File: config.mk
export PLATFORM = sky130hd
export DESIGN_NAME = exe_muldiv
export DESIGN_NICKNAME = d
export VERILOG_FILES = /design/src/rtl/muldiv_pkg.sv /design/src/rtl/muldiv_signfix.sv /design/src/rtl/exe_muldiv.sv
export SDC_FILE = /design/constraint.sdc
export NUM_CORES = 1
export LEC_CHECK = 0
export CORE_ASPECT_RATIO = 1.25
export CORE_MARGIN = 2
export CORE_UTILIZATION = 56
export DETAILED_ROUTE_END_ITERATION = 10
export GPL_TIMING_DRIVEN = 0
export HOLD_SLACK_MARGIN = 0.02
export PLACE_DENSITY = 0.79
export SYNTH_ARGS = -nofsm -noshare
export SYNTH_HDL_FRONTEND = slang
export SYNTH_SLANG_ARGS = --single-unit
File: constraint.sdc
create_clock -name clock -period 9.8 [get_ports clock]
set_input_delay 1.47 -clock clock [delete_from_list [all_inputs] [get_ports clock]]
set_output_delay 1.47 -clock clock [all_outputs]
set_load 0.1 [all_outputs]
File: src/rtl/muldiv_pkg.sv
// muldiv_pkg: shared definitions for the execute-stage multiply/divide unit.
//   - operation encodings driven on the op port
//   - FSM state encodings (also visible on the dbg_state port)
//   - default operand width and iteration-counter width
// Optional feature macro: MULDIV_SIGNED_EN (see exe_muldiv).
package muldiv_pkg;

    localparam int WIDTH_DEF = 32;
    localparam int CNT_W_DEF = 5;

    typedef enum logic [1:0] {
        OP_MULTU = 2'b00,
        OP_DIVU  = 2'b01,
        OP_MULT  = 2'b10,
        OP_DIV   = 2'b11
    } muldiv_op_e;

    typedef enum logic [1:0] {
        ST_IDLE = 2'b00,
        ST_BUSY = 2'b01,
        ST_DONE = 2'b10
    } muldiv_state_e;

endpackage

File: src/rtl/muldiv_signfix.sv
// muldiv_signfix: sign handling for signed mult/div.
//   Start side : converts operands to magnitudes and reports their signs.
//   Result side: negates the unsigned iteration result as required.
// Ports:
//   sign_en_i            op[1]; 1 selects signed interpretation
//   a_i, b_i             raw operands
//   a_mag_o, b_mag_o     operand magnitudes (raw values when unsigned)
//   a_neg_o, b_neg_o     operand was negative (signed only)
//   is_div_i             in-flight operation is a divide
//   neg_a_i, neg_b_i     operand signs captured at start
//   raw_hi_i, raw_lo_i   unsigned result from the iteration datapath
//   hi_o, lo_o           sign-corrected result
module muldiv_signfix #(
    parameter int WIDTH = 32
) (
    input  logic             sign_en_i,
    input  logic [WIDTH-1:0] a_i,
    input  logic [WIDTH-1:0] b_i,
    output logic [WIDTH-1:0] a_mag_o,
    output logic [WIDTH-1:0] b_mag_o,
    output logic             a_neg_o,
    output logic             b_neg_o,
    input  logic             is_div_i,
    input  logic             neg_a_i,
    input  logic             neg_b_i,
    input  logic [WIDTH-1:0] raw_hi_i,
    input  logic [WIDTH-1:0] raw_lo_i,
    output logic [WIDTH-1:0] hi_o,
    output logic [WIDTH-1:0] lo_o
);

    logic [2*WIDTH-1:0] prod;
    logic [2*WIDTH-1:0] prod_neg;

    assign a_neg_o = sign_en_i & a_i[WIDTH-1];
    assign b_neg_o = sign_en_i & b_i[WIDTH-1];
    assign a_mag_o = a_neg_o ? -a_i : a_i;
    assign b_mag_o = b_neg_o ? -b_i : b_i;

    assign prod     = {raw_hi_i, raw_lo_i};
    assign prod_neg = -prod;

    // Remainder follows the dividend's sign; quotient and product follow
    // the sign difference. -2^(W-1)/-1 needs no special case: the unsigned
    // quotient 2^(W-1) is already the required bit pattern.
    always_comb begin
        hi_o = raw_hi_i;
        lo_o = raw_lo_i;
        if (is_div_i) begin
            hi_o = neg_a_i ? -raw_hi_i : raw_hi_i;
            lo_o = (neg_a_i ^ neg_b_i) ? -raw_lo_i : raw_lo_i;
        end else if (neg_a_i ^ neg_b_i) begin
            {hi_o, lo_o} = prod_neg;
        end
    end

endmodule

File: src/rtl/exe_muldiv.sv
// exe_muldiv: iterative multiply/divide unit with architectural HI/LO.
//   Multiply: shift-add, divide: restoring; WIDTH iterations either way.
//   Divide by zero completes at once with hi=eqa, lo=all ones.
// Ports:
//   clock, reset        rising-edge clock, asynchronous active-low reset
//   start, op           begin an operation (accepted in IDLE/DONE only)
//   eqa, eqb            operands A and B
//   mthi, mtlo          write eqa to HI / LO (ignored while busy)
//   abort               pipeline flush; cancels in-flight op, suppresses start
//   hi, lo              HI/LO registers
//   busy                operation in progress (stall request)
//   done                one-cycle pulse when HI/LO first show a new result
//   dbg_state           current FSM state
// Handshake: start is taken on any edge where state is IDLE or DONE and abort
// is low; the result is valid in the cycle done is high, no back-pressure.
// Macro MULDIV_SIGNED_EN: op[1]=1 selects signed mult/div; when undefined
// op[1] is ignored.
module exe_muldiv
    import muldiv_pkg::*;
#(
    parameter int WIDTH = WIDTH_DEF,
    parameter int CNT_W = CNT_W_DEF
) (
    input  logic             clock,
    input  logic             reset,
    input  logic             start,
    input  logic [1:0]       op,
    input  logic [WIDTH-1:0] eqa,
    input  logic [WIDTH-1:0] eqb,
    input  logic             mthi,
    input  logic             mtlo,
    input  logic             abort,
    output logic [WIDTH-1:0] hi,
    output logic [WIDTH-1:0] lo,
    output logic             busy,
    output logic             done,
    output muldiv_state_e    dbg_state
);

    muldiv_state_e      state_q;
    logic [CNT_W-1:0]   cnt_q;
    // Multiply: {partial product, multiplier}. Divide: {remainder, dividend/quotient}.
    logic [2*WIDTH-1:0] acc_q;
    logic [WIDTH-1:0]   opb_q;     // multiplicand or divisor
    logic               is_div_q;
    logic               neg_a_q;
    logic               neg_b_q;
    logic [WIDTH-1:0]   hi_q, lo_q;
    logic               busy_q, done_q;

    logic [WIDTH-1:0]   a_mag, b_mag;
    logic               a_neg, b_neg;
    logic [WIDTH-1:0]   raw_hi, raw_lo;
    logic [WIDTH-1:0]   fix_hi, fix_lo;

    logic [WIDTH:0]     mul_sum;
    logic [WIDTH:0]     div_trial;  // WIDTH+1-bit partial remainder
    logic [WIDTH:0]     div_diff;
    logic [WIDTH:0]     div_rem;
    logic               div_ge;
    logic [2*WIDTH-1:0] acc_d;
    logic               unused_rem_msb;

    // One iteration of either algorithm.
    always_comb begin
        mul_sum   = {1'b0, acc_q[2*WIDTH-1:WIDTH]} + {1'b0, (acc_q[0] ? opb_q : {WIDTH{1'b0}})};
        div_trial = {acc_q[2*WIDTH-1:WIDTH], acc_q[WIDTH-1]};
        div_diff  = div_trial - {1'b0, opb_q};
        div_ge    = (div_trial >= {1'b0, opb_q});
        div_rem   = div_ge ? div_diff : div_trial;
        if (is_div_q) begin
            acc_d = {div_rem[WIDTH-1:0], acc_q[WIDTH-2:0], div_ge};
        end else begin
            acc_d = {mul_sum, acc_q[WIDTH-1:1]};
        end
    end

    // After a restoring step the remainder is below the divisor, so its MSB is zero.
    assign unused_rem_msb = div_rem[WIDTH];

    assign raw_hi = acc_d[2*WIDTH-1:WIDTH];
    assign raw_lo = acc_d[WIDTH-1:0];

`ifdef MULDIV_SIGNED_EN
    muldiv_signfix #(
        .WIDTH (WIDTH)
    ) u_signfix (
        .sign_en_i (op[1]),
        .a_i       (eqa),
        .b_i       (eqb),
        .a_mag_o   (a_mag),
        .b_mag_o   (b_mag),
        .a_neg_o   (a_neg),
        .b_neg_o   (b_neg),
        .is_div_i  (is_div_q),
        .neg_a_i   (neg_a_q),
        .neg_b_i   (neg_b_q),
        .raw_hi_i  (raw_hi),
        .raw_lo_i  (raw_lo),
        .hi_o      (fix_hi),
        .lo_o      (fix_lo)
    );
`else
    logic unused_sign;
    assign a_mag       = eqa;
    assign b_mag       = eqb;
    assign a_neg       = 1'b0;
    assign b_neg       = 1'b0;
    assign fix_hi      = raw_hi;
    assign fix_lo      = raw_lo;
    assign unused_sign = op[1] ^ neg_a_q ^ neg_b_q;
`endif

    always_ff @(posedge clock or negedge reset) begin
        if (!reset) begin
            state_q  <= ST_IDLE;
            cnt_q    <= '0;
            acc_q    <= '0;
            opb_q    <= '0;
            is_div_q <= 1'b0;
            neg_a_q  <= 1'b0;
            neg_b_q  <= 1'b0;
            hi_q     <= '0;
            lo_q     <= '0;
            busy_q   <= 1'b0;
            done_q   <= 1'b0;
        end else begin
            case (state_q)
                ST_IDLE, ST_DONE: begin
                    done_q  <= 1'b0;
                    state_q <= ST_IDLE;
                    if (mthi) hi_q <= eqa;
                    if (mtlo) lo_q <= eqa;
                    if (start && !abort) begin
                        if (op[0] && (eqb == '0)) begin
                            // Divide by zero: result is known now, skip BUSY.
                            state_q <= ST_DONE;
                            hi_q    <= eqa;
                            lo_q    <= {WIDTH{1'b1}};
                            done_q  <= 1'b1;
                        end else begin
                            state_q  <= ST_BUSY;
                            busy_q   <= 1'b1;
                            cnt_q    <= '0;
                            is_div_q <= op[0];
                            neg_a_q  <= a_neg;
                            neg_b_q  <= b_neg;
                            acc_q    <= {{WIDTH{1'b0}}, (op[0] ? a_mag : b_mag)};
                            opb_q    <= op[0] ? b_mag : a_mag;
                        end
                    end
                end
                ST_BUSY: begin
                    if (abort) begin
                        // Flush wins over completion; HI/LO are untouched.
                        state_q <= ST_IDLE;
                        busy_q  <= 1'b0;
                    end else begin
                        acc_q <= acc_d;
                        cnt_q <= cnt_q + 1'b1;
                        if (cnt_q == CNT_W'(WIDTH - 1)) begin
                            hi_q    <= fix_hi;
                            lo_q    <= fix_lo;
                            state_q <= ST_DONE;
                            busy_q  <= 1'b0;
                            done_q  <= 1'b1;
                        end
                    end
                end
                default: begin
                    state_q <= ST_IDLE;
                    busy_q  <= 1'b0;
                    done_q  <= 1'b0;
                end
            endcase
        end
    end

    assign hi        = hi_q;
    assign lo        = lo_q;
    assign busy      = busy_q;
    assign done      = done_q;
    assign dbg_state = state_q;

endmodule

==> impl_summary.log, run 1 <==
[metrics] floorplan row count: 60
[metrics] flop-to-flop setup slack: 5.79 ns
[metrics] Fin Setup TNS: 0 ns
[metrics] worst clock skew: 0.0144 ns
[metrics] Root Buffer: sky130_fd_sc_hd__clkbuf_16
[metrics] hold crit path type: reg -> reg
[metrics] number of antenna violations at the first check in global routing: 0
[metrics] crit path max-delay cell type: sky130_fd_sc_hd__buf_1
[metrics] final estimated routing congestion in global placement: 1.06
[metrics] mean instance size in the synthesized netlist: 8.38 sq um
[metrics] launching point of the worst reg2reg path: acc_q[0]
[metrics] outcome: completed
[metrics] Layout Nets: 1,764
[metrics] number of clock sinks seen by CTS: 170
[metrics] wirelength, routed: 43.9 mm
[metrics] FF-to-FF End: acc_q[56]
[metrics] slew at the pin closest to its max-slew limit: 1.04 ns
[metrics] Post-Synthesis Cells: 1,466
[metrics] sequential share of the synthesized area: 0.346
[metrics] Worst Hold Margin: 0.487 ns
[metrics] worst slack after detailed placement: 4.86 ns
[metrics] critical-path maximum fanout: 10
[metrics] area share of the leading cell type in the synthesized netlist: 0.346
[metrics] start point of the worst hold path: acc_q[15]
[metrics] count of input and output buffers: 138
[metrics] ratio of routed vias to standard cells: 6.52
[metrics] maximum single-stage delay on the critical path: 0.77 ns
[metrics] global-route wire length before repair: 67.6 mm
[metrics] Peak Freq: 0.215 GHz
[metrics] Post-CTS Hold Fix Bufs: 0
[metrics] signed area change from the synthesized netlist to the final layout: 19.2%
[metrics] worst-skew pair later-pin latency: 0.45 ns
[metrics] critical path class: in -> reg
[metrics] final count of pins violating max slew: 0
[metrics] DRC errors left: 0
[metrics] total nets after synthesis: 1,606
[metrics] post-route fraction of the period consumed by the critical path: 0.475
[metrics] Max-slew headroom: 0.303
[metrics] number of buffers inserted during clock tree synthesis: 17
[metrics] Worst Setup End Kind: register
[metrics] EDFF count, synth: 0
[metrics] die area: 23,100 sq um
[metrics] total routing usage reported by global routing: 0.385
[metrics] hold path depth: 2
[metrics] WHS Endpoint: acc_q[15]
[metrics] Setup crit start kind: primary input
[metrics] HPWL after detailed placement: 33.7 mm
[metrics] Die H: 170 microns
[metrics] routed length per placed instance: 22.9 microns
[metrics] chain of cells forming the critical path: clkdlybuf4s50_1 > nor4_1 > nand4_1 > nor3_1 > inv_1 > o22ai_1 > clkbuf_1 > buf_1 > o22ai_1
[metrics] clock period minus worst slack: 4.65 ns
[metrics] largest net degree at the start of global routing: 111
[metrics] number of buffers on the longest clock path: 2
[metrics] Setup violations, final: 0
[metrics] number of antenna-violating nets in the routed design: 0
[metrics] Storage cell area: 4250 sq um
[metrics] number of max-cap violations: 0
[metrics] total of warnings raised by yosys: 0
[metrics] initial core utilization: 0.570
[metrics] total count of hold-check failures in the final report: 0
[metrics] Via Count: 12.5k
[metrics] Reg2Reg Depth: 13
[metrics] clock-pin slew on the worst setup and hold paths: 0.08 ns
[metrics] unrepaired setup endpoints after global routing: false
[metrics] cell area after synthesis: 12,300 sq um
[metrics] combined area of the multi-input logic cells: 7420 sq um
[metrics] htree depth: 4
[metrics] number of global-route vias before repair: 12.3k
[metrics] grt total ovfl: 0
[metrics] Top Ports: 140
[metrics] number of iterations in the first detailed-routing pass: 6
[metrics] synthesis-stage register bit count: 170
[metrics] post-synthesis async set-or-reset flop share: 1.00
[metrics] endpoint arrival time on the critical path: 4.93 ns
[metrics] Horiz. Die Dim: 136 microns
[metrics] number of buffers inserted by post-CTS setup repair: 0
[metrics] CTS tree: yes
[metrics] leading register cell type out of synthesis: sky130_fd_sc_hd__dfrtp_1
[metrics] Setup WS post-layout: 5.15 ns
[metrics] Area contributors post-synth: sky130_fd_sc_hd__dfrtp_1 (35%), sky130_fd_sc_hd__ha_1 (6.7%), sky130_fd_sc_hd__mux2i_1 (6.5%)
[metrics] fillers: 1,812
[metrics] core region area: 21,500 sq um
[metrics] share of final-layout standard cells stronger than drive strength 1: 0.0476
[metrics] diodes inserted: 0
[metrics] Resized cells post-CTS: 0
[metrics] cell taking the most area after synthesis: sky130_fd_sc_hd__dfrtp_1
[metrics] most common cell type on the critical path: sky130_fd_sc_hd__o22ai_1
[metrics] number of distinct library cells after synthesis: 78
[metrics] Starting DRT DRC Count: 1,562
[metrics] data required time of the critical path: 10.08 ns
==> critical path: cells and delay by family <==
kind / cells / cell delay [ns]
buffers and inverters: 4 / 1.86
AND/OR/NAND/NOR: 3 / 0.92
AO/OA/AOI/OAI: 2 / 0.67
==> state kept, by name (all words and copies together), names as in the netlist, 2 cells and up <==
signal     cells
acc_q         64
hi            32
lo            32
opb_q         32
cnt_q          5
dbg_state      2
==> layer usage <==
layer  up-vias  wire length (microns)  track usage  part of all wire
met1      5919                  17200        0.505              0.39
met2       762                  20100        0.611              0.46
met4         0                   2410        0.198             0.055
met3       169                   4300       0.0633             0.098
li1       5641                      -            -                 -
met5         -                      0            0                 0
==> metrics by stage <==
| stage | instance area, sq um | util | cells |
|---|---|---|---|
| 3_5_place_dp | 14000 | 0.652 | 1884 |
| 4_1_cts | 14600 | 0.679 | 1916 |
| 3_3_place_gp | 14000 | 0.650 | 1883 |
| 5_1_grt | 14600 | 0.679 | 1916 |
| 2_1_floorplan | 12300 | - | 1466 |
| 6_report | 14600 | 0.679 | 1916 |
==> placed cells by master (no fill, tap or decap), types with 17 or more instances in the layout <==
cell type,count
sky130_fd_sc_hd__dfrtp_1,170
sky130_fd_sc_hd__a21oi_1,156
sky130_fd_sc_hd__nand2_1,147
sky130_fd_sc_hd__clkdlybuf4s50_1,137
sky130_fd_sc_hd__nor2_1,127
sky130_fd_sc_hd__o21ai_0,127
sky130_fd_sc_hd__mux2i_1,80
sky130_fd_sc_hd__ha_1,66
sky130_fd_sc_hd__clkbuf_1,65
sky130_fd_sc_hd__inv_1,62
sky130_fd_sc_hd__and2_1,36
sky130_fd_sc_hd__o22ai_1,35
sky130_fd_sc_hd__a21o_1,31
sky130_fd_sc_hd__a22o_1,31
sky130_fd_sc_hd__xnor2_1,27
sky130_fd_sc_hd__xor2_1,24
sky130_fd_sc_hd__nand3_1,17
sky130_fd_sc_hd__clkbuf_16,17
==> worst max path at each step <==
stage | from | endpoint | slack (ns) | cells past startpoint
2_1_floorplan | eqb[6] | hi[11] | 6.36 | 10
3_3_place_gp | reset | opb_q[29] | 0.18 | 1
3_5_place_dp | eqb[3] | cnt_q[2] | 4.86 | 9
4_1_cts | eqb[3] | cnt_q[2] | 5.26 | 9
5_1_grt | eqb[3] | acc_q[48] | 5.08 | 10
6_report | eqb[7] | dbg_state[0] | 5.15 | 9
==> kinds of logic after synthesis <==
kind of cell	synth area share
compound gates	0.276
simple gates	0.154
flops	0.346
buf+inv	0.0494
mux	0.0680
fa+ha+maj	0.0705
xor+xnor	0.0364
==> cell type report <==
| class | count | area share |
|---|---|---|
| Multi-Input combinational cell | 1143 | 0.507 |
| Timing Repair Buffer | 139 | 0.0966 |
| Tap cell | 279 | 0.0239 |
| Inverter | 62 | 0.0159 |
| Clock buffer | 18 | 0.0300 |
| Sequential cell | 170 | 0.291 |
| Buffer | 91 | 0.0256 |
| Clock inverter | 14 | 0.0103 |
==> cell usage after synthesis (12+ instances only) <==
| library cell | number |
|---|---|
| sky130_fd_sc_hd__inv_1 | 62 |
| sky130_fd_sc_hd__mux2i_1 | 80 |
| sky130_fd_sc_hd__clkbuf_1 | 65 |
| sky130_fd_sc_hd__and2_1 | 36 |
| sky130_fd_sc_hd__a22o_1 | 31 |
| sky130_fd_sc_hd__nor2_1 | 127 |
| sky130_fd_sc_hd__xor2_1 | 24 |
| sky130_fd_sc_hd__a22oi_1 | 13 |
| sky130_fd_sc_hd__buf_1 | 12 |
| sky130_fd_sc_hd__nand2b_1 | 12 |
| sky130_fd_sc_hd__ha_1 | 66 |
| sky130_fd_sc_hd__a21oi_1 | 156 |
| sky130_fd_sc_hd__o21ai_1 | 16 |
| sky130_fd_sc_hd__xnor2_1 | 27 |
| sky130_fd_sc_hd__nand3_1 | 17 |
| sky130_fd_sc_hd__o211ai_1 | 12 |
| sky130_fd_sc_hd__nand2_1 | 147 |
| sky130_fd_sc_hd__o22ai_1 | 35 |
| sky130_fd_sc_hd__dfrtp_1 | 170 |
| sky130_fd_sc_hd__a21o_1 | 31 |
| sky130_fd_sc_hd__nor3_1 | 12 |
| sky130_fd_sc_hd__o21ai_0 | 127 |
| sky130_fd_sc_hd__nand4_1 | 12 |
Power of run 1 is not shown: default switching activity piles up to over one toggle a cycle in this logic, so the estimate is an artifact.
==> run 2: changes to the inputs <==
CORE_UTILIZATION = 52   (was 56)
PLACE_DENSITY = 0.77   (was 0.79)
clock period = 3.75 ns   (was 9.8 ns; I/O delays follow)
==> impl_summary.log, run 2 (synthesized netlist as in run 1, its figures left out) <==
[metrics] outcome: completed
[metrics] top library cells by usage in the layout, fill and taps aside: sky130_fd_sc_hd__dfrtp_1 (169), sky130_fd_sc_hd__a21oi_1 (154), sky130_fd_sc_hd__nand2_1 (147)
[metrics] Peak Freq: 0.267 GHz
[metrics] Setup violations, final: 0
[metrics] max FFs per register: 64
[metrics] ratio of routed vias to standard cells: 6.48
[metrics] number of antenna-violating nets in the routed design: 0
[metrics] wirelength, routed: 44.4 mm
[metrics] final count of pins violating max slew: 0
[metrics] chain of cells forming the critical path: clkdlybuf4s50_1 > nor4_1 > nand4_1 > nor3_1 > inv_1 > o22ai_1 > clkbuf_1 > buf_1 > nand2_1 > o21ai_0
[metrics] Layout Nets: 1,767
[metrics] number of clock sinks seen by CTS: 170
[metrics] data required time of the critical path: 4.10 ns
[metrics] critical path class: in -> reg
[metrics] final estimated routing congestion in global placement: 1.01
[metrics] routed length per placed instance: 23.0 microns
[metrics] Worst Hold Margin: 0.0897 ns
[metrics] clock-pin slew on the worst setup and hold paths: 0.06 ns
[metrics] initial core utilization: 0.531
[metrics] core region area: 23,100 sq um
[metrics] floorplan row count: 62
[metrics] Horiz. Die Dim: 141 microns
[metrics] unrepaired setup endpoints after global routing: false
[metrics] worst-skew pair later-pin latency: 0.45 ns
[metrics] Via Count: 12.5k
[metrics] most common library cell in the layout ignoring fill and taps: sky130_fd_sc_hd__dfrtp_1
[metrics] die area: 24,900 sq um
[metrics] global-route wire length before repair: 67.8 mm
[metrics] Root Buffer: sky130_fd_sc_hd__clkbuf_16
[metrics] Storage cell area: 4260 sq um
[metrics] share of final-layout standard cells stronger than drive strength 1: 0.0610
[metrics] Die H: 176 microns
[metrics] number of buffers inserted during clock tree synthesis: 17
[metrics] endpoint arrival time on the critical path: 4.10 ns
[metrics] CTS tree: yes
[metrics] Setup crit start kind: primary input
[metrics] count of input and output buffers: 138
[metrics] combined area of the multi-input logic cells: 7510 sq um
[metrics] critical-path maximum fanout: 10
[metrics] Max-slew headroom: 0.294
[metrics] signed area change from the synthesized netlist to the final layout: 20.4%
[metrics] Starting DRT DRC Count: 1,375
[metrics] Most flops, register: acc_q
[metrics] Top Ports: 140
[metrics] Setup WS post-layout: 0.00845 ns
[metrics] htree depth: 4
[metrics] fillers: 2,028
[metrics] total count of hold-check failures in the final report: 0
[metrics] post-route fraction of the period consumed by the critical path: 0.998
[metrics] number of iterations in the first detailed-routing pass: 7
[metrics] maximum single-stage delay on the critical path: 0.65 ns
[metrics] DRC errors left: 0
[metrics] HPWL after detailed placement: 33.9 mm
[metrics] grt total ovfl: 0
[metrics] worst clock skew: 0.0157 ns
[metrics] worst slack after detailed placement: -0.319 ns
[metrics] largest net degree at the start of global routing: 94
[metrics] Post-CTS Hold Fix Bufs: 0
[metrics] total routing usage reported by global routing: 0.354
[metrics] number of max-cap violations: 0
[metrics] clock period minus worst slack: 3.74 ns
[metrics] hold crit path type: in -> async
[metrics] number of buffers on the longest clock path: 2
[metrics] number of global-route vias before repair: 12.1k
[metrics] Worst Setup End Kind: register
[metrics] fin util: 0.640
[metrics] number of antenna violations at the first check in global routing: 0
[metrics] crit path max-delay cell type: sky130_fd_sc_hd__nor4_1
[metrics] slew at the pin closest to its max-slew limit: 1.05 ns
[metrics] diodes inserted: 0
-- run 2: cell types whose count changed in the layout (fill, tap and decap cells not counted), moves of 3 or more --
cell	delta
sky130_fd_sc_hd__buf_4	+3
sky130_fd_sc_hd__clkinv_8	-3
sky130_fd_sc_hd__inv_8	-3
sky130_fd_sc_hd__clkbuf_8	+3
sky130_fd_sc_hd__clkbuf_2	+3
-- run 2: stage by stage --
stage                     area, sq um  setup TNS [ns]  instances
after floorplan                 12300               0       1466
after global routing            14800               0       1928
after detailed placement        14100           -6.74       1893
after CTS                       14700               0       1926
after global placement          14000         -840.16       1892
final                           14800               0       1928
-- run 2: worst max-delay path, delay by kind of cell --
kind                   cells  cell delay, ns
AO/OA/AOI/OAI              2            0.61
buffers and inverters      4            1.70
AND/OR/NAND/NOR            4            1.22
-- run 2: cell type report --
class,count,share of cell area
repair buffers,142,0.0971
flip-flops and latches,170,0.288
clock buffers,21,0.0325
inverters,62,0.0157
multi-input cells,1143,0.508
well taps,288,0.0244
clock inverters,11,0.00897
plain buffers,91,0.0256
-- run 2: what timing repair did --
item / 4_1_cts / 5_1_grt
pin swaps: 3 / 6
setup buffers: 1 / 2
gates resized for setup: 5 / 21
endpoints found under the setup margin: 12 / 44
-- run 2: routing by layer --
| layer | global-route usage | wire (microns) | vias to the layer above |
|---|---|---|---|
| li1 | - | - | 5652 |
| met1 | 0.450 | 17300 | 5991 |
| met2 | 0.576 | 20800 | 701 |
| met3 | 0.0586 | 4040 | 159 |
| met4 | 0.193 | 2360 | 0 |
| met5 | 0 | 0 | - |
-- run 2: final timing paths --
check                            endpoint  cells past startpoint  slack (ns)  startpoint
worst max-delay path             acc_q[1]                     10       0.008      eqb[3]
worst min-delay path                lo[1]                      1        0.09       reset
worst max register to register     hi[28]                     14        0.12   acc_q[31]
worst min register to register  acc_q[27]                      2        0.48   acc_q[27]
max in group asynchronous       opb_q[26]                      2        2.77       reset
min in group clock              acc_q[27]                      2        0.48   acc_q[27]
Power of run 2 is left out for the same reason.
==> run 3: changes to the inputs <==
HOLD_SLACK_MARGIN = 0.06   (was 0.02)
==> results of run 3 <==
Same layout as run 2: the final DEF is identical, and so are final timing and power.
Power of run 3 is left out for the same reason.
